[src/rtl/hiscore_dump.sv]
// High-score RAM dumper: copies table-described game RAM regions into a local
// buffer on request, and serves that buffer to the HPS during upload.
module hiscore_dump #(
  parameter int RAM_AW = 12,
  parameter int BUF_AW = 8
) (
  input  logic              clk,
  input  logic              reset,
  input  logic              ioctl_download,
  input  logic              ioctl_upload,
  input  logic              ioctl_wr,
  input  logic [7:0]        ioctl_index,
  input  logic [24:0]       ioctl_addr,
  input  logic [7:0]        ioctl_dout,
  output logic [7:0]        ioctl_din,
  input  logic              dump_req,
  output logic [RAM_AW-1:0] ram_address,
  output logic              ram_rd,
  input  logic [7:0]        ram_data,
  output logic              busy,
  output logic              done,
  output logic              overflow,
  output logic [BUF_AW:0]   byte_count
);

  typedef enum logic [2:0] {S_IDLE, S_LOAD, S_READ, S_CAPT, S_NEXT, S_DONE} state_t;
  localparam int BUF_SIZE = 1 << BUF_AW;

  logic [7:0] tbl_hi  [16];
  logic [7:0] tbl_lo  [16];
  logic [7:0] tbl_len [16];
  logic [7:0] buffer  [BUF_SIZE];

  state_t            state;
  logic [3:0]        entry;
  logic [3:0]        total_entries;
  logic [RAM_AW-1:0] cur_base;
  logic [7:0]        cur_len;
  logic [7:0]        offset;
  logic              dl3_q;

  logic              dl3;
  logic              tbl_we;
  logic [3:0]        wr_entry;
  logic [2:0]        wr_off;
  logic [15:0]       load_base16;
  logic [7:0]        offset_nxt;
  logic [RAM_AW+7:0] addr_sum;
  logic              buf_full;
  logic              buf_we;

  always_comb begin
    dl3         = ioctl_download && (ioctl_index == 8'd3);
    tbl_we      = dl3 && ioctl_wr;
    wr_entry    = ioctl_addr[6:3];
    wr_off      = ioctl_addr[2:0];
    load_base16 = {tbl_hi[entry], tbl_lo[entry]};
    offset_nxt  = offset + 8'd1;
    addr_sum    = {8'd0, cur_base} + {{RAM_AW{1'b0}}, offset_nxt};
    buf_full    = byte_count[BUF_AW];
    buf_we      = (state == S_CAPT) && !buf_full;
  end

  // Table and buffer storage deliberately have no reset so contents survive it.
  always_ff @(posedge clk) begin
    if (tbl_we) begin
      case (wr_off)
        3'd2:    tbl_hi[wr_entry]  <= ioctl_dout;
        3'd3:    tbl_lo[wr_entry]  <= ioctl_dout;
        3'd4:    tbl_len[wr_entry] <= ioctl_dout;
        default: ;
      endcase
    end
  end

  always_ff @(posedge clk) begin
    if (buf_we) buffer[byte_count[BUF_AW-1:0]] <= ram_data;
  end

  always_ff @(posedge clk or posedge reset) begin
    if (reset) begin
      dl3_q         <= 1'b0;
      total_entries <= '0;
    end else begin
      dl3_q <= dl3;
      if (dl3 && !dl3_q)
        total_entries <= tbl_we ? wr_entry : '0;
      else if (tbl_we && (wr_entry > total_entries))
        total_entries <= wr_entry;
    end
  end

  always_ff @(posedge clk or posedge reset) begin
    if (reset) begin
      ioctl_din <= '0;
    end else if (ioctl_addr < 25'(byte_count)) begin
      ioctl_din <= buffer[ioctl_addr[BUF_AW-1:0]];
    end else begin
      ioctl_din <= '0;
    end
  end

  always_ff @(posedge clk or posedge reset) begin
    if (reset) begin
      state       <= S_IDLE;
      busy        <= 1'b0;
      done        <= 1'b0;
      overflow    <= 1'b0;
      ram_rd      <= 1'b0;
      ram_address <= '0;
      byte_count  <= '0;
      entry       <= '0;
      cur_base    <= '0;
      cur_len     <= '0;
      offset      <= '0;
    end else begin
      ram_rd <= 1'b0;
      done   <= 1'b0;
      case (state)
        S_IDLE: begin
          if (dump_req && !ioctl_upload && !ioctl_download) begin
            entry      <= '0;
            byte_count <= '0;
            overflow   <= 1'b0;
            busy       <= 1'b1;
            state      <= S_LOAD;
          end
        end
        S_LOAD: begin
          cur_base <= RAM_AW'(load_base16);
          cur_len  <= tbl_len[entry];
          offset   <= '0;
          if (tbl_len[entry] == 8'd0) begin
            state <= S_NEXT;
          end else begin
            ram_rd      <= 1'b1;
            ram_address <= RAM_AW'(load_base16);
            state       <= S_READ;
          end
        end
        S_READ: state <= S_CAPT;
        S_CAPT: begin
          if (buf_full) begin
            overflow <= 1'b1;
            done     <= 1'b1;
            state    <= S_DONE;
          end else begin
            byte_count <= byte_count + 1'b1;
            offset     <= offset_nxt;
            if (offset_nxt == cur_len) begin
              state <= S_NEXT;
            end else begin
              // Address is computed one step ahead so ram_rd and ram_address are registered together.
              ram_rd      <= 1'b1;
              ram_address <= addr_sum[RAM_AW-1:0];
              state       <= S_READ;
            end
          end
        end
        S_NEXT: begin
          if (entry == total_entries) begin
            done  <= 1'b1;
            state <= S_DONE;
          end else begin
            entry <= entry + 4'd1;
            state <= S_LOAD;
          end
        end
        S_DONE: begin
          busy  <= 1'b0;
          state <= S_IDLE;
        end
        default: begin
          busy  <= 1'b0;
          state <= S_IDLE;
        end
      endcase
    end
  end

endmodule
[config.mk]
export PLATFORM = sky130hd
export DESIGN_NAME = hiscore_dump
export DESIGN_NICKNAME = d
export VERILOG_FILES = /design/src/rtl/hiscore_dump.sv
export SDC_FILE = /design/constraint.sdc
export NUM_CORES = 2
export LEC_CHECK = 0
export BUFFER_PORTS_ARGS = -buffer_cell sky130_fd_sc_hd__buf_2
export CORE_MARGIN = 1
export CORE_UTILIZATION = 60
export CTS_CLUSTER_SIZE = 14
export DETAILED_ROUTE_END_ITERATION = 16
export GPL_ROUTABILITY_DRIVEN = 0
export PLACE_DENSITY_LB_ADDON = 0.15
export SLEW_MARGIN = 20
export SYNTH_ARGS = -nofsm -noshare
export SYNTH_HDL_FRONTEND = slang
export SYNTH_SLANG_ARGS = --single-unit
[constraint.sdc]
create_clock -name clk -period 5.05 [get_ports clk]
set_input_delay 1.515 -clock clk [delete_from_list [all_inputs] [get_ports clk]]
set_output_delay 1.515 -clock clk [all_outputs]
set_load 0.02 [all_outputs]
# == Word-level counts from Yosys, hierarchy flattened ==
# Memories as Yosys holds them, arrays and structs flattened.
# Cells that the tools add are included.
# totals
ff_bits,73
ram_bits,2432
inputBits,55
output_inout_bits,33
word_cells,112
mem_count,4
# classes
addsub,4
magnitude_cmp,2
n_eq_ne,16
n_mux,45
bitwise_logic,1
n_reduce_logical,25
# memory_table
memory,depth,word_bits,rd,rd_ports_with_merged_regs,write_ports,line,text
buffer,256,8,1,0,1,32,logic [7:0] buffer [BUF_SIZE];
tbl_hi,16,8,1,0,1,29,logic [7:0] tbl_hi [16];
tbl_len,16,8,1,0,1,31,logic [7:0] tbl_len [16];
tbl_lo,16,8,1,0,1,30,logic [7:0] tbl_lo [16];
# op_table
operator,n
$mux 12,3
$lt 25x9->1,1
$pmux 12 s2,1
$mux 4,5
$mux 1,19
$mux 9,2
$pmux 9 s2,1
$mux 8,2
$pmux 8 s2,1
$mux 3,5
$pmux 3 s5,1
$add 12x8->12,1
$eq 3x2->1 const B,4
$ne 2x2->1 const B,6
$add 9x1->9 const B,1
$reduce_and 3->1,3
$add 8x1->8 const B,1
$eq 8x2->1 const B,1
$eq 8x8->1,1
$logic_not 8->1,1
$pmux 1 s2,4
$pmux 4 s2,1
$reduce_bool 2->1,4
$logic_and 1x1->1,7
11 further kinds,17

# == Depth between registers and ports, before layout ==
# depth
ltp_word,6
depth_mapped,12
depth_no_buf,12

# == Worst setup path after synthesis ==
# Ideal clock, no wire load.
# synth_path
path_kind,input to register
startpoint,input port ioctl_addr[1]
endpoint,"memory tbl_lo[0][0], enable pin"
setup_time_ps,383
arrival_time_ps,3886
t_required_ps,4667
path_slack_ps,780
stages,8
path_buffers,5
cell_sequence,clkbuf_1 buf_2 buf_2 buf_1 nor2b_1 nand4_1 clkbuf_1 nor3_1
# synth_via
elab_chain_cells,4
# synth_lines
element,line,text
start: declaration,13,"input logic [24:0] ioctl_addr,"
$eq 3x2->1,67,case (wr_off)
$mux 1,67,
$mux 1,66,if (tbl_we) begin
$mux 1 (implied by the code),69,3'd3: tbl_lo[wr_entry] <= ioctl_dout;
end: declaration,30,
# Every way passes these cells.

# == Worst setup path after layout ==
# layout_path
startpoint,register state[2]
endpoint,"memory buffer[75][2], enable pin"
# layout_via
elab_chain_cells,4
# layout_lines
element,line,text
start: declaration,34,state_t state;
start signal: assignment,105,state <= S_IDLE;
start signal: assignment,126,state <= S_LOAD;
start signal: assignment,134,state <= S_NEXT;
$eq 3x2->1,61,buf_we = (state == S_CAPT) && !buf_full;
$logic_and 1x1->1,61,
$mux 1,77,if (buf_we) buffer[byte_count[BUF_AW-1:0]] <= ram_data;
$mux 1 (implied by the code),77,
end: declaration,32,
# Every way passes these cells.

==> Flow_metrics.wiki <==
{| class="wikitable"
! Metric !! Value
|-
| Net Sw Power || 11.08 mW
|-
| Hpwl dp || 149.2 mm
|-
| Layout cells sized above 1 || 24.36%
|-
| Ratio of total power to cell area || 418.6 nW/µm²
|-
| Avg Vias per Cell || 6.696
|-
| Hold buffer count at cts || 0
|-
| Min-delay worst type || reg -> reg
|-
| CTS Sinks || 2441
|-
| Placed instance area || 99990 µm²
|-
| Global-route wire length before repair || 342.8 mm
|-
| Detailed-route wire length per cell || 32.45 µm
|-
| Proportion of power drawn by flip-flops and latches || 50.7%
|-
| Slew Limit Fails || 0
|-
| Initial cell density of the core || 60.42%
|-
| Sequential-to-total area share from yosys stat || 76.22%
|-
| Synthesized netlist net count || 4823
|-
| Die area || 161100 µm²
|-
| CP Class || reg -> reg
|-
| Shortest clock period the worst path allows after layout || 4.118 ns
|-
| Clock root buffer || sky130_fd_sc_hd__clkbuf_16
|-
| Sort of element at the start of the critical path || flip-flop
|-
| Commonest cells after routing, fill and taps aside || 2368 x sky130_fd_sc_hd__edfxtp_1, 564 x sky130_fd_sc_hd__mux4_2, 321 x sky130_fd_sc_hd__nor2_1
|-
| Number of CTS-inserted buffers || 230
|-
| Largest net degree at the start of global routing || 121
|-
| Most common cell after layout, fill and taps aside || sky130_fd_sc_hd__edfxtp_1
|-
| Number of port buffers || 87
|-
| Post-CTS sizing || 0
|-
| Final setup skew || 0.02825 ns
|-
| Post-place setup slack || 0.06784 ns
|-
| Top achievable clock speed || 0.2428 GHz
|-
| Fin cells || 7316
|-
| Sum of negative setup slack || 0 ns
|-
| Number of buffers added for setup after CTS || 0
|-
| Worst VDD drop || 0.4672 mV
|-
| Setup repair after global routing missed its margin || no
|-
| Final Worst Setup Slack || 0.9316 ns
|-
| Worst slack on hold paths || 0.4885 ns
|-
| Total gr overflow || 0
|-
| Count of antenna-violating nets left after detailed routing || 0
|-
| Worst Path Required || 5.52 ns
|-
| Internal power of the cells || 33.86 mW
|-
| Fin util || 67.79%
|-
| Total wirelength of the detailed-routed design || 237.4 mm
|-
| Maximum net fanout on the critical path || 16
|-
| Bufs on Longest Clock Path || 3
|-
| Number of top-level design ports || 88
|-
| Design area || 107400 µm²
|-
| Chip height || 401.4 µm
|-
| Portion of total power attributed to combinational logic || 11.7%
|-
| CTS clk-pin slew, worst paths || 0.06 ns
|-
| Fillers || 9999
|-
| Slew @ Worst Pin || 1.185 ns
|-
| Register bit count reported by yosys || 2441
|-
| Placed cell count || 6879
|-
| Count of flip-flops with a built-in enable after synthesis || 2368
|-
| Total power after layout || 44.94 mW
|-
| Antenna violations before repair || 5
|-
| Leakage dissipation || 34.38 nW
|-
| DRC violations left || 0
|-
| Syn Inst Count || 4739
|-
| Synth async-reset ratio || 2.991%
|-
| CTS tree || yes
|-
| Final setup violation count || 0
|-
| Result of the run || finished clean
|-
| Maximum level of the CTS H-tree || 4
|-
| Average cell area after synthesis || 20.19 µm²
|-
| Number of hold violations in the final report || 0
|-
| Number of global-route vias before repair || 48640
|-
| Overall track demand over capacity in global routing || 29.92%
|-
| Floorplan core area || 158400 µm²
|-
| Top FF cell, synth || sky130_fd_sc_hd__edfxtp_1
|-
| Clock Power Share || 37.6%
|-
| Netlist area before placement || 95690 µm²
|-
| Total via count after detailed routing || 48990
|-
| Signal arrival time at the worst endpoint || 4.59 ns
|-
| Floorplan die width || 401.4 µm
|-
| Switching share of total power || 24.65%
|-
| Category of the worst setup path capture point || flip-flop
|-
| Tcrit/Tclk final || 81.55%
|-
| Pre-Repair DR Iteration Count || 5
|-
| Row Count || 146
|-
| Clk Latency, worst-skew pair || 0.85 ns
|-
| Number of distinct library cell variants in the gate-level netlist after synthesis || 65
|-
| Yosys warning count || 0
|-
| Worst slew margin relative to its limit || 21.00%
|-
| Number of nets in the layout || 5123
|-
| Number of max-cap violations || 0
|-
| First DRT Iteration DRCs || 6212
|-
| Post-synthesis to final-layout area growth || 12.19%
|}
-- state kept, by name (all words and copies together), names as in the netlist, 4 cells and up --
register / cells
entry: 4
tbl_len: 128
buffer: 2048
ram_address: 12
offset: 8
byte_count: 9
tbl_lo: 128
total_entries: 4
ioctl_din: 8
cur_len: 8
tbl_hi: 64
cur_base: 12
-- cell usage after synthesis (5+ instances only) --
master	n	area share (%)
sky130_fd_sc_hd__a2111oi_0	15	0.14
sky130_fd_sc_hd__a21oi_1	15	0.078
sky130_fd_sc_hd__a221oi_1	31	0.28
sky130_fd_sc_hd__a22o_1	10	0.092
sky130_fd_sc_hd__a22oi_1	33	0.26
sky130_fd_sc_hd__a31oi_1	32	0.21
sky130_fd_sc_hd__a32o_1	12	0.13
sky130_fd_sc_hd__a32oi_1	80	0.73
sky130_fd_sc_hd__and2_1	10	0.065
sky130_fd_sc_hd__and3_1	18	0.12
sky130_fd_sc_hd__buf_1	29	0.11
sky130_fd_sc_hd__buf_2	70	0.37
sky130_fd_sc_hd__buf_4	10	0.078
sky130_fd_sc_hd__clkbuf_1	168	0.66
sky130_fd_sc_hd__dfrtp_1	73	1.9
sky130_fd_sc_hd__edfxtp_1	2368	74
sky130_fd_sc_hd__ha_1	28	0.37
sky130_fd_sc_hd__inv_1	29	0.11
sky130_fd_sc_hd__mux2_2	8	0.094
sky130_fd_sc_hd__mux2_4	6	0.094
sky130_fd_sc_hd__mux2i_1	194	2.0
sky130_fd_sc_hd__mux4_2	564	13
sky130_fd_sc_hd__nand2_1	296	1.2
sky130_fd_sc_hd__nand3_1	59	0.31
sky130_fd_sc_hd__nand4_1	23	0.15
sky130_fd_sc_hd__nor2_1	326	1.3
sky130_fd_sc_hd__nor2b_1	7	0.046
sky130_fd_sc_hd__nor3_1	69	0.36
sky130_fd_sc_hd__nor4_1	5	0.033
sky130_fd_sc_hd__o21a_1	7	0.055
sky130_fd_sc_hd__o21ai_0	46	0.24
sky130_fd_sc_hd__o22a_1	7	0.064
sky130_fd_sc_hd__o22ai_1	8	0.052
sky130_fd_sc_hd__xnor2_1	23	0.21
sky130_fd_sc_hd__xor2_1	7	0.064
-- worst max-delay path, cell delays in order, from the launching register on --
cell and delay (ns):
sky130_fd_sc_hd__dfrtp_1 0.53, sky130_fd_sc_hd__and3b_1 0.60, sky130_fd_sc_hd__nand2_1 0.23, sky130_fd_sc_hd__nor3_1 0.72
sky130_fd_sc_hd__nand2_1 0.71, sky130_fd_sc_hd__nor2_1 0.93
-- area by class of cell --
class	count	area [µm²]	area share, %
repair buffers	348	2838	2.643
diodes	5	12.51	0.01165
multi-input cells	1988	21510	20.03
flip-flops and latches	2441	72940	67.94
inverters	30	122.6	0.1142
clock inverters	152	1304	1.214
clock buffers	280	6045	5.630
well taps	2072	2592	2.415
-- final timing paths --
check	startpoint	endpoint	slack (ns)	cells after the start
setup / recovery	state[2]	buffer[75][2]	0.93	5
hold / removal	cur_base[2]	cur_base[2]	0.49	2
setup reg to reg	state[2]	buffer[75][2]	0.93	5
hold reg to reg	cur_base[2]	cur_base[2]	0.49	2
max in group asynchronous	reset	ram_address[3]	3.33	3
min in group asynchronous	reset	ioctl_din[0]	0.81	2
-- power groups by stage --
stage / clock network (mW) / logic, mW / registers [mW]
3_5_place_dp: 0 / 5.18 / 23.2
5_1_grt: 17.8 / 5.52 / 22.8
4_1_cts: 17.0 / 5.20 / 22.8
2_1_floorplan: 0 / 3.01 / 23.1
3_3_place_gp: 0 / 5.11 / 23.2
6_report: 16.9 / 5.24 / 22.8
-- per-layer routing --
| layer | global-route usage (%) | up-vias | routed length [µm] |
|---|---|---|---|
| met5 | 0 | - | 27 |
| met4 | 11.21 | 4 | 9126 |
| met1 | 42.75 | 25810 | 91860 |
| met3 | 5.931 | 415 | 22950 |
| li1 | - | 20130 | - |
| met2 | 46.52 | 2634 | 113500 |
-- cells by family (layout without fill, tap and decap cells) --
logic type / count (synthesis) / count (layout) / synth area share, %
DFF: 2441 / 2441 / 76.22
and+or+nand+nor: 837 / 837 / 3.704
muxes: 772 / 772 / 15.49
AOI/OAI and AO/OA: 319 / 319 / 2.529
buffers and inverters: 310 / 810 / 1.370
xor gates and xnor gates: 31 / 31 / 0.2981
adders and majority gates: 29 / 29 / 0.3870
other: 0 / 5 / 0
(Power assumes the default switching activity.)
